**src/rtl/edge_detect_pkg.sv**
```systemverilog
// Shared encodings and 3x3 kernel weights for the edge detection engine.
package edge_detect_pkg;

    typedef enum logic [1:0] {
        MODE_SOBEL       = 2'b00,
        MODE_PREWITT     = 2'b01,
        MODE_BIN_SOBEL   = 2'b10,
        MODE_BIN_PREWITT = 2'b11
    } mode_e;

    typedef enum logic [1:0] {
        ST_IDLE  = 2'd0,
        ST_RUN   = 2'd1,
        ST_FLUSH = 2'd2,
        ST_DONE  = 2'd3
    } state_e;

    typedef logic signed [2:0] coef_t;
    typedef coef_t kern_t [3][3];

    // Indexed [row][col], row 0 on top, col 0 on the left.
    localparam kern_t SOBEL_X = '{
        '{-3'sd1, 3'sd0, 3'sd1},
        '{-3'sd2, 3'sd0, 3'sd2},
        '{-3'sd1, 3'sd0, 3'sd1}
    };
    localparam kern_t SOBEL_Y = '{
        '{-3'sd1, -3'sd2, -3'sd1},
        '{ 3'sd0,  3'sd0,  3'sd0},
        '{ 3'sd1,  3'sd2,  3'sd1}
    };
    localparam kern_t PREWITT_X = '{
        '{-3'sd1, 3'sd0, 3'sd1},
        '{-3'sd1, 3'sd0, 3'sd1},
        '{-3'sd1, 3'sd0, 3'sd1}
    };
    localparam kern_t PREWITT_Y = '{
        '{-3'sd1, -3'sd1, -3'sd1},
        '{ 3'sd0,  3'sd0,  3'sd0},
        '{ 3'sd1,  3'sd1,  3'sd1}
    };

endpackage

```
**src/rtl/line_buffer.sv**
```systemverilog
// Enabled shift-register delay line; q_o is the sample pushed DEPTH shifts ago.
module line_buffer #(
    parameter int DEPTH = 8,
    parameter int WIDTH = 8
) (
    input  logic             clk_i,
    input  logic             en_i,
    input  logic [WIDTH-1:0] d_i,
    output logic [WIDTH-1:0] q_o
);

    logic [WIDTH-1:0] taps_q [DEPTH];

    always_ff @(posedge clk_i) begin
        if (en_i) begin
            taps_q[0] <= d_i;
            for (int k = 1; k < DEPTH; k++) begin
                taps_q[k] <= taps_q[k-1];
            end
        end
    end

    assign q_o = taps_q[DEPTH-1];

endmodule

```
**src/rtl/edge_detect_engine.sv**
```systemverilog
// Streaming 3x3 Sobel/Prewitt gradient-magnitude engine between a
// start/busy/done controller and a 1-cycle-latency pixel RAM.
module edge_detect_engine
    import edge_detect_pkg::*;
#(
    parameter int IMG_W  = 8,
    parameter int IMG_H  = 8,
    parameter int PIX_W  = 8,
    parameter int ADDR_W = 12
) (
    input  logic              clk_50M,
    input  logic              reset,
    input  logic              start,
    input  logic [1:0]        mode,
    input  logic [PIX_W-1:0]  threshold,
    input  logic [ADDR_W-1:0] addr_in_base,
    input  logic [ADDR_W-1:0] addr_out_base,
    output logic              rd_en,
    output logic [ADDR_W-1:0] rd_addr,
    input  logic [PIX_W-1:0]  rd_data,
    output logic              wr_en,
    output logic [ADDR_W-1:0] wr_addr,
    output logic [PIX_W-1:0]  wr_data,
    output logic              busy,
    output logic              done
);

    localparam int NPIX  = IMG_W * IMG_H;
    localparam int LAST  = NPIX + IMG_W + 3;
    localparam int CNT_W = $clog2(LAST + 1);
    localparam int CW    = $clog2(IMG_W);
    localparam int RW    = $clog2(IMG_H);
    localparam int GW    = PIX_W + 3;
    localparam int MW    = PIX_W + 4;

    localparam logic [CNT_W-1:0] CNT_ONE     = CNT_W'(1);
    localparam logic [CNT_W-1:0] CNT_RUN_END = CNT_W'(NPIX - 1);
    localparam logic [CNT_W-1:0] CNT_CMP_BEG = CNT_W'(IMG_W + 3);
    localparam logic [CNT_W-1:0] CNT_CMP_END = CNT_W'(NPIX + IMG_W + 2);
    localparam logic [CNT_W-1:0] CNT_LAST    = CNT_W'(LAST);
    localparam logic [CW-1:0]    COL_LAST    = CW'(IMG_W - 1);
    localparam logic [RW-1:0]    ROW_LAST    = RW'(IMG_H - 1);
    localparam logic [PIX_W-1:0] PIX_MAX     = '1;

    state_e              state_q, state_d;
    logic [CNT_W-1:0]    cnt_q;
    mode_e               mode_q;
    logic [PIX_W-1:0]    thr_q;
    logic [ADDR_W-1:0]   in_base_q;
    logic [ADDR_W-1:0]   optr_q;
    logic                rd_vld_q;
    logic [CW-1:0]       col_q;
    logic [RW-1:0]       row_q;
    logic                wr_en_q;
    logic [ADDR_W-1:0]   wr_addr_q;
    logic [PIX_W-1:0]    wr_data_q;
    logic [PIX_W-1:0]    win_q [3][3];

    logic                active;
    logic                cmp_en;
    logic [PIX_W-1:0]    feed;
    logic [PIX_W-1:0]    lb0_out;
    logic [PIX_W-1:0]    lb1_out;
    logic signed [GW-1:0] gx, gy, px, kx, ky;
    logic [GW-1:0]       ax, ay;
    logic [MW-1:0]       mag;
    logic [PIX_W-1:0]    sat_pix, bin_pix, pix_d;
    logic                prewitt, binary, border;

    always_comb begin
        state_d = state_q;
        rd_en   = 1'b0;
        rd_addr = '0;
        busy    = 1'b0;
        done    = 1'b0;
        unique case (state_q)
            ST_IDLE: begin
                if (start) state_d = ST_RUN;
            end
            ST_RUN: begin
                rd_en   = 1'b1;
                rd_addr = in_base_q + ADDR_W'(cnt_q);
                busy    = 1'b1;
                if (cnt_q == CNT_RUN_END) state_d = ST_FLUSH;
            end
            ST_FLUSH: begin
                busy = 1'b1;
                if (cnt_q == CNT_LAST) state_d = ST_DONE;
            end
            ST_DONE: begin
                done    = 1'b1;
                state_d = ST_IDLE;
            end
            default: state_d = ST_IDLE;
        endcase
    end

    assign active = (state_q == ST_RUN) || (state_q == ST_FLUSH);
    assign cmp_en = active && (cnt_q >= CNT_CMP_BEG)
                           && (cnt_q <= CNT_CMP_END);

    // Once reads stop, zeros are pushed in to drain the last rows.
    assign feed = rd_vld_q ? rd_data : '0;

    line_buffer #(.DEPTH(IMG_W), .WIDTH(PIX_W)) u_lb0 (
        .clk_i (clk_50M),
        .en_i  (active),
        .d_i   (feed),
        .q_o   (lb0_out)
    );

    line_buffer #(.DEPTH(IMG_W), .WIDTH(PIX_W)) u_lb1 (
        .clk_i (clk_50M),
        .en_i  (active),
        .d_i   (lb0_out),
        .q_o   (lb1_out)
    );

    always_ff @(posedge clk_50M) begin
        if (active) begin
            for (int r = 0; r < 3; r++) begin
                win_q[r][0] <= win_q[r][1];
                win_q[r][1] <= win_q[r][2];
            end
            win_q[0][2] <= lb1_out;
            win_q[1][2] <= lb0_out;
            win_q[2][2] <= feed;
        end
    end

    always_comb begin
        prewitt = (mode_q == MODE_PREWITT) || (mode_q == MODE_BIN_PREWITT);
        binary  = (mode_q == MODE_BIN_SOBEL) || (mode_q == MODE_BIN_PREWITT);
        gx = '0;
        gy = '0;
        px = '0;
        kx = '0;
        ky = '0;
        for (int r = 0; r < 3; r++) begin
            for (int c = 0; c < 3; c++) begin
                px = $signed({3'b000, win_q[r][c]});
                kx = GW'(prewitt ? PREWITT_X[r][c] : SOBEL_X[r][c]);
                ky = GW'(prewitt ? PREWITT_Y[r][c] : SOBEL_Y[r][c]);
                gx = gx + kx * px;
                gy = gy + ky * px;
            end
        end
        ax = gx[GW-1] ? GW'(-gx) : GW'(gx);
        ay = gy[GW-1] ? GW'(-gy) : GW'(gy);
        mag = {1'b0, ax} + {1'b0, ay};
        sat_pix = (mag > MW'(PIX_MAX)) ? PIX_MAX : mag[PIX_W-1:0];
        bin_pix = (mag >= {4'b0000, thr_q}) ? PIX_MAX : '0;
        border = (col_q == '0) || (col_q == COL_LAST)
              || (row_q == '0) || (row_q == ROW_LAST);
        pix_d = border ? '0 : (binary ? bin_pix : sat_pix);
    end

    always_ff @(posedge clk_50M) begin
        if (!reset) begin
            state_q   <= ST_IDLE;
            cnt_q     <= '0;
            mode_q    <= MODE_SOBEL;
            thr_q     <= '0;
            in_base_q <= '0;
            optr_q    <= '0;
            rd_vld_q  <= 1'b0;
            col_q     <= '0;
            row_q     <= '0;
            wr_en_q   <= 1'b0;
            wr_addr_q <= '0;
            wr_data_q <= '0;
        end else begin
            state_q  <= state_d;
            rd_vld_q <= rd_en;
            wr_en_q  <= cmp_en;
            if (state_q == ST_IDLE && start) begin
                mode_q    <= mode_e'(mode);
                thr_q     <= threshold;
                in_base_q <= addr_in_base;
                optr_q    <= addr_out_base;
                cnt_q     <= '0;
                col_q     <= '0;
                row_q     <= '0;
            end else if (active) begin
                cnt_q <= cnt_q + CNT_ONE;
            end
            if (cmp_en) begin
                wr_addr_q <= optr_q;
                wr_data_q <= pix_d;
                optr_q    <= optr_q + ADDR_W'(1);
                if (col_q == COL_LAST) begin
                    col_q <= '0;
                    row_q <= row_q + RW'(1);
                end else begin
                    col_q <= col_q + CW'(1);
                end
            end
        end
    end

    assign wr_en   = wr_en_q;
    assign wr_addr = wr_addr_q;
    assign wr_data = wr_data_q;

endmodule

```
**config.mk**
```make
export PLATFORM = sky130hd
export DESIGN_NAME = edge_detect_engine
export DESIGN_NICKNAME = d
export VERILOG_FILES = /design/src/rtl/edge_detect_pkg.sv /design/src/rtl/line_buffer.sv /design/src/rtl/edge_detect_engine.sv
export SDC_FILE = /design/constraint.sdc
export NUM_CORES = 1
export LEC_CHECK = 0
export CAP_MARGIN = 20
export CELL_PAD_IN_SITES_DETAIL_PLACEMENT = 1
export CELL_PAD_IN_SITES_GLOBAL_PLACEMENT = 1
export CORE_AREA = 2 2 162 164
export CTS_CLUSTER_DIAMETER = 40
export DETAILED_ROUTE_END_ITERATION = 16
export DIE_AREA = 0 0 164 166
export PLACE_DENSITY_LB_ADDON = 0.1
export SYNTH_ARGS = -nofsm -noshare
export SYNTH_HDL_FRONTEND = slang
export SYNTH_SLANG_ARGS = --single-unit
```
**constraint.sdc**
```tcl
create_clock -name clk_50M -period 18.35 [get_ports clk_50M]
set_input_delay 3.67 -clock clk_50M [delete_from_list [all_inputs] [get_ports clk_50M]]
set_output_delay 3.67 -clock clk_50M [all_outputs]
set_load 0.05 [all_outputs]
```
==> results of run 1 <==
==> area by class of cell <==
cell class,count,area (µm²)
sequential,223,5990
inverter,180,676
fill,2657,10100
clock inverter,24,278
tap,335,419
timing repair buffer,88,861
multi-input combinational,742,6270
clock buffer,48,1050
==> through the flow <==
| step | instances | setup slack [ns] | hold WS (ns) |
|---|---|---|---|
| 2_1_floorplan | 1175 | 10.35 | 0.400 |
| 3_3_place_gp | 1568 | 9.80 | 0.401 |
| 3_5_place_dp | 1568 | 9.51 | 0.405 |
| 4_1_cts | 1640 | 9.46 | 0.408 |
| 5_1_grt | 1640 | 8.91 | 0.411 |
| 6_report | 1640 | 9.47 | 0.397 |
==> registers in the layout, summed over array words and instances (netlist names) <==
register and count:
cnt_q 7, u_lb1.taps_q 40, win_q 71, mode_q 2, optr_q 12, wr_en 1
rd_vld_q 1, wr_data 8, col_q 3, wr_addr 12, in_base_q 12, thr_q 8
state_q 2, row_q 3, u_lb0.taps_q 41
==> placed cells by master (no fill, tap or decap), types with 4 or more instances in the layout <==
cell type,n
inv_1,178
inv_6,4
clkinv_1,6
clkbuf_1,6
nand3_1,27
mux2i_1,5
and3_1,7
nor3_1,18
conb_1,6
a21o_1,9
clkinv_2,5
nor3b_1,14
nand4_1,5
dfxtp_1,71
nand2b_1,9
xor2_1,27
or3_1,7
ha_1,74
bufinv_16,5
nor4_1,4
nor2b_1,7
a211oi_1,9
fa_1,91
and2_1,44
xnor2_1,35
nor2_1,47
a21boi_0,18
clkdlybuf4s50_1,80
buf_4,8
o21ai_0,32
edfxtp_1,152
a21oi_1,73
nand2_1,112
mux2_2,6
clkbuf_16,40
==> how the worst min path moves through the flow <==
stage / from / end / slack, ns / cells past startpoint
2_1_floorplan: u_lb0.taps_q[0][24]$_DFFE_PP_ / u_lb0.taps_q[1][0]$_DFFE_PP_ / 0.40 / 0
4_1_cts: u_lb0.taps_q[1][16]$_DFFE_PP_ / u_lb0.taps_q[1][24]$_DFFE_PP_ / 0.41 / 0
6_report: u_lb0.taps_q[1][16]$_DFFE_PP_ / u_lb0.taps_q[1][24]$_DFFE_PP_ / 0.40 / 0
5_1_grt: u_lb0.taps_q[1][16]$_DFFE_PP_ / u_lb0.taps_q[1][24]$_DFFE_PP_ / 0.41 / 0
3_5_place_dp: u_lb0.taps_q[1][24]$_DFFE_PP_ / win_q[0][24]$_DFFE_PP_ / 0.41 / 0
3_3_place_gp: win_q[0][33]$_DFFE_PP_ / win_q[0][41]$_DFFE_PP_ / 0.40 / 0
==> cell families after synthesis <==
family	after synthesis
mux	12
fa+ha+maj	166
buf+inv	210
flops	223
compound gates	184
xor+xnor	66
other cells	2
simple gates	308
==> cell usage after synthesis (25+ instances only) <==
cell type	instances	share of area, %
xor2_1	27	1.8
ha_1	75	7.2
edfxtp_1	152	35
xnor2_1	35	2.4
dfxtp_1	71	11
nand3_1	27	1.0
a21oi_1	73	2.8
clkbuf_1	25	0.72
fa_1	91	14
nand2_1	112	3.2
nor2_1	47	1.4
and2_1	44	2.1
inv_1	178	5.1
o21ai_0	32	1.2
==> layer usage <==
metal,vias to the layer above,share of wire (%),GRT usage (%),wire (µm)
met4,0,3.0,8.05,964
li1,4135,-,-,-
met1,4401,44,31.8,13800
met2,169,50,41.6,15700
met5,-,0,0,0
met3,64,3.8,4.02,1200
==> worst max-delay path: cells and delay by family, from the launching register on <==
family | cells | cell delay [ns]
flops | 1 | 0.32
simple gates | 7 | 1.57
fa+ha+maj | 8 | 3.34
compound gates | 10 | 1.92
xor+xnor | 4 | 0.88
buf+inv | 6 | 0.70
==> out/qor.yml, run 1 <==
synth-adder-area-share_pct: 21.2
reg2reg_to: "wr_data[2]$_SDFFE_PN0P_"
reg2reg_depth: 35
numClockSinks: 223
ys_ff_latch: 223
cts_buffers: 40
path_class: "register to register"
synthFlopType: "edfxtp_1"
coreArea_um2: 25600
clk_latency_ns: 0.52
ctsHoldBuffers: 0
row_count: 59
yosys.area_share.simple_pct: 11.5
die_w_um: 164
drive_gt1_share_pct: 7.28
cp.required_ns: 18.71
io_buffer_count: 80
wirelength_mm: 31.7
yosysSeqAreaShare_pct: 46.0
fin_nets: 1486
startpoint: "mode_q[0]$_SDFFE_PN0P_"
hold_path_class: "register to register"
postPlaceCellArea_um2: 14200
cts_root_buf: "clkbuf_16"
cap_violations: 0
grt_start_max_net_pins: 69
dieHeight_um: 166
max_freq_ghz: 0.113
synth_compound_area_share_pct: 9.27
final_core_util_pct: 60.7
slew_headroom_pct: 40.8
crit_path_end: "wr_data[2]$_SDFFE_PN0P_"
clock_path_buffers: 3
dp_hpwl_mm: 21.9
synth_edf_count: 152
rsz0062_at_grt: "false"
fin_skew_ns: 0.0295
min_period_ns: 8.88
synth_warnings: 0
ys_types: 70
drv_slew: 0
period_share_pct: 48.4
clkTransAtPathRegs_ns: 0.05
dr.pass1.iters: 5
io_pins: 81
areaGrowthSynthToFinish_pct: 19.3
synth-xor-area-share_pct: 4.84
tns_ns: 0
ant_nets: 0
tightest_slew_ns: 0.888
slowest_stage: "fa_1"
cts_max_level: 2
cts_tree: "done"
crit_path_end_kind: "register"
synth_top_family_by_area: "adder cells"
syn-instance-count: 1171
reg2reg_slack_ns: 9.47
grt-ovfl-total: 0
cts_resized: 0
path_max_fanout: 43
first_iter_violations: 428
async_flop_share_pct: 0
status: "completed"
setup_viol: 0
netlist_area_um2: 13000
vias_per_cell: 5.35
grt_pass1_wl_mm: 51.7
muxShareOfSynthArea_pct: 1.02
post-route-cell-area_um2: 15500
track_usage_pct: 24.4
gp_congestion: 0.815
drc_errors: 0
hold_violations: 0
worstSetupStartpointType: "register"
start_util_pct: 50.9
antenna_found_initial: 1
die-area_um2: 27200
post_cts_buffers: 0
antennaDiodeCount: 0
grt_pass1_vias: 9742
vias: 8769
avgSynthCellArea_um2: 11.1
cp.arrival_ns: 9.23
wl_per_cell_um: 19.4
cp_slowest_stage_delay_ns: 0.53
r2r-start: "mode_q[0]$_SDFFE_PN0P_"
Power of run 1 is left out: the tool's default activity adds up to more than one toggle a clock period on the data nets, which glitch-free logic cannot reach.
==> run 2, diff against run 1 <==
CORE_AREA = 2 2 167 169   (was 2 2 162 164)
DIE_AREA = 0 0 169 171   (was 0 0 164 166)
clock period = 8.3 ns   (was 18.35 ns; I/O delays follow)
==> run 2 against run 1 <==
Compared with the run above: first-iteration DRC count is 7.2% lower; sequential cell count stayed put; die area is 6.2% higher; cell count is 1.3% higher; via count is 1.3% lower; critical endpoint is now wr_data[7]$_SDFFE_PN0P_.
==> out/qor.yml, run 2 (synthesis results as in run 1) <==
grt_pass1_wl_mm: 49.6
min_period_ns: 7.85
fin_skew_ns: 0.0161
largest_register: "win_q"
period_share_pct: 94.5
hold_violations: 0
cts_tree: "done"
ctsHoldBuffers: 0
start_util_pct: 47.7
wl_per_cell_um: 18.1
path_max_fanout: 8
track_usage_pct: 21.8
min_delay_path_depth: 0
numClockSinks: 223
clk_latency_ns: 0.52
first_iter_violations: 397
row_count: 61
final_core_util_pct: 57.7
grt-ovfl-total: 0
slew_headroom_pct: 30.8
hold_path_class: "register to register"
largest_register_ff_count: 71
clock_path_buffers: 3
io_buffer_count: 80
dieHeight_um: 171
drv_slew: 0
wirelength_mm: 30.0
gp_congestion: 0.785
tightest_slew_ns: 1.04
drive_gt1_share_pct: 9.73
vias_per_cell: 5.21
cap_violations: 0
fillCellCount: 2855
drc_errors: 0
reg2reg_depth: 33
antenna_found_initial: 0
critPathMostFrequentCell: "inv_1"
reg.largest.list: "win_q (71), u_lb0.taps_q (41), u_lb1.taps_q (40)"
multi_input_area_um2: 6340
hold_ws_ns: 0.411
layout_commonest_cell: "inv_1"
reg2reg_slack_ns: 0.45
max_freq_ghz: 0.127
io_pins: 81
grt_start_max_net_pins: 84
final_cell_mix: "inv_1, edfxtp_1, nand2_1, fa_1, clkdlybuf4s50_1"
die_w_um: 169
cp.required_ns: 8.69
grt_pass1_vias: 9600
clkTransAtPathRegs_ns: 0.05
cp_slowest_stage_delay_ns: 0.61
antennaDiodeCount: 0
crit_path_end_kind: "register"
regArea_um2: 5990
worstSetupStartpointType: "register"
areaGrowthSynthToFinish_pct: 21.0
vias: 8658
cts_max_level: 2
dr.pass1.iters: 4
fin_nets: 1498
die-area_um2: 28900
path_class: "register to register"
status: "completed"
ant_nets: 0
rsz0062_at_grt: "false"
tns_ns: 0
dp_hpwl_mm: 21.0
cts_buffers: 39
cp.arrival_ns: 8.23
cts_root_buf: "clkbuf_16"
coreArea_um2: 27300
slowest_stage: "a2111oi_1"
setup_viol: 0
[run 2: path summary, 6_finish.rpt]
kind | end | startpoint
setup / recovery | wr_data[7]$_SDFFE_PN0P_ | win_q[0][57]$_DFFE_PP_
hold / removal | win_q[0][31]$_DFFE_PP_ | u_lb0.taps_q[1][31]$_DFFE_PP_
setup reg to reg | wr_data[7]$_SDFFE_PN0P_ | win_q[0][57]$_DFFE_PP_
hold reg to reg | win_q[0][31]$_DFFE_PP_ | u_lb0.taps_q[1][31]$_DFFE_PP_
[run 2: through the flow]
step | cell area [µm²] | std cells | setup WS [ns]
floorplan | 13000 | 1175 | 0.300
global placement | 14300 | 1583 | 0.414
detailed placement | 14300 | 1583 | 0.247
CTS | 15600 | 1653 | 0.145
global route | 15800 | 1662 | 0.0459
finish | 15800 | 1662 | 0.455
[run 2: what timing repair did]
item,CTS,global route
gates resized for setup,0,17
endpoints found under the setup margin,0,8
setup buffers,0,9
[run 2: per-layer routing]
| layer | routed length (µm) | vias up | track usage (%) |
|---|---|---|---|
| li1 | - | 4167 | - |
| met2 | 14400 | 160 | 36.4 |
| met5 | 0 | - | 0 |
| met1 | 13600 | 4275 | 28.9 |
| met4 | 766 | 0 | 6.87 |
| met3 | 1320 | 56 | 4.28 |
[run 2: final cells by class]
type / count / area share [%]
clock buffer: 41 / 6.24
clock inverter: 29 / 2.45
inverter: 180 / 4.29
multi-input combinational: 742 / 40.2
sequential: 223 / 38.0
tap: 346 / 2.75
timing repair buffer: 101 / 6.08
[run 2: worst max-delay path, delay by kind of cell (launching register included)]
family / cells / cell delay [ns]
fa+ha+maj: 7 / 3.01
compound gates: 8 / 1.94
simple gates: 8 / 1.27
buf+inv: 7 / 0.59
xor+xnor: 3 / 0.50
flops: 1 / 0.37
Power of run 2 is left out for the same reason.
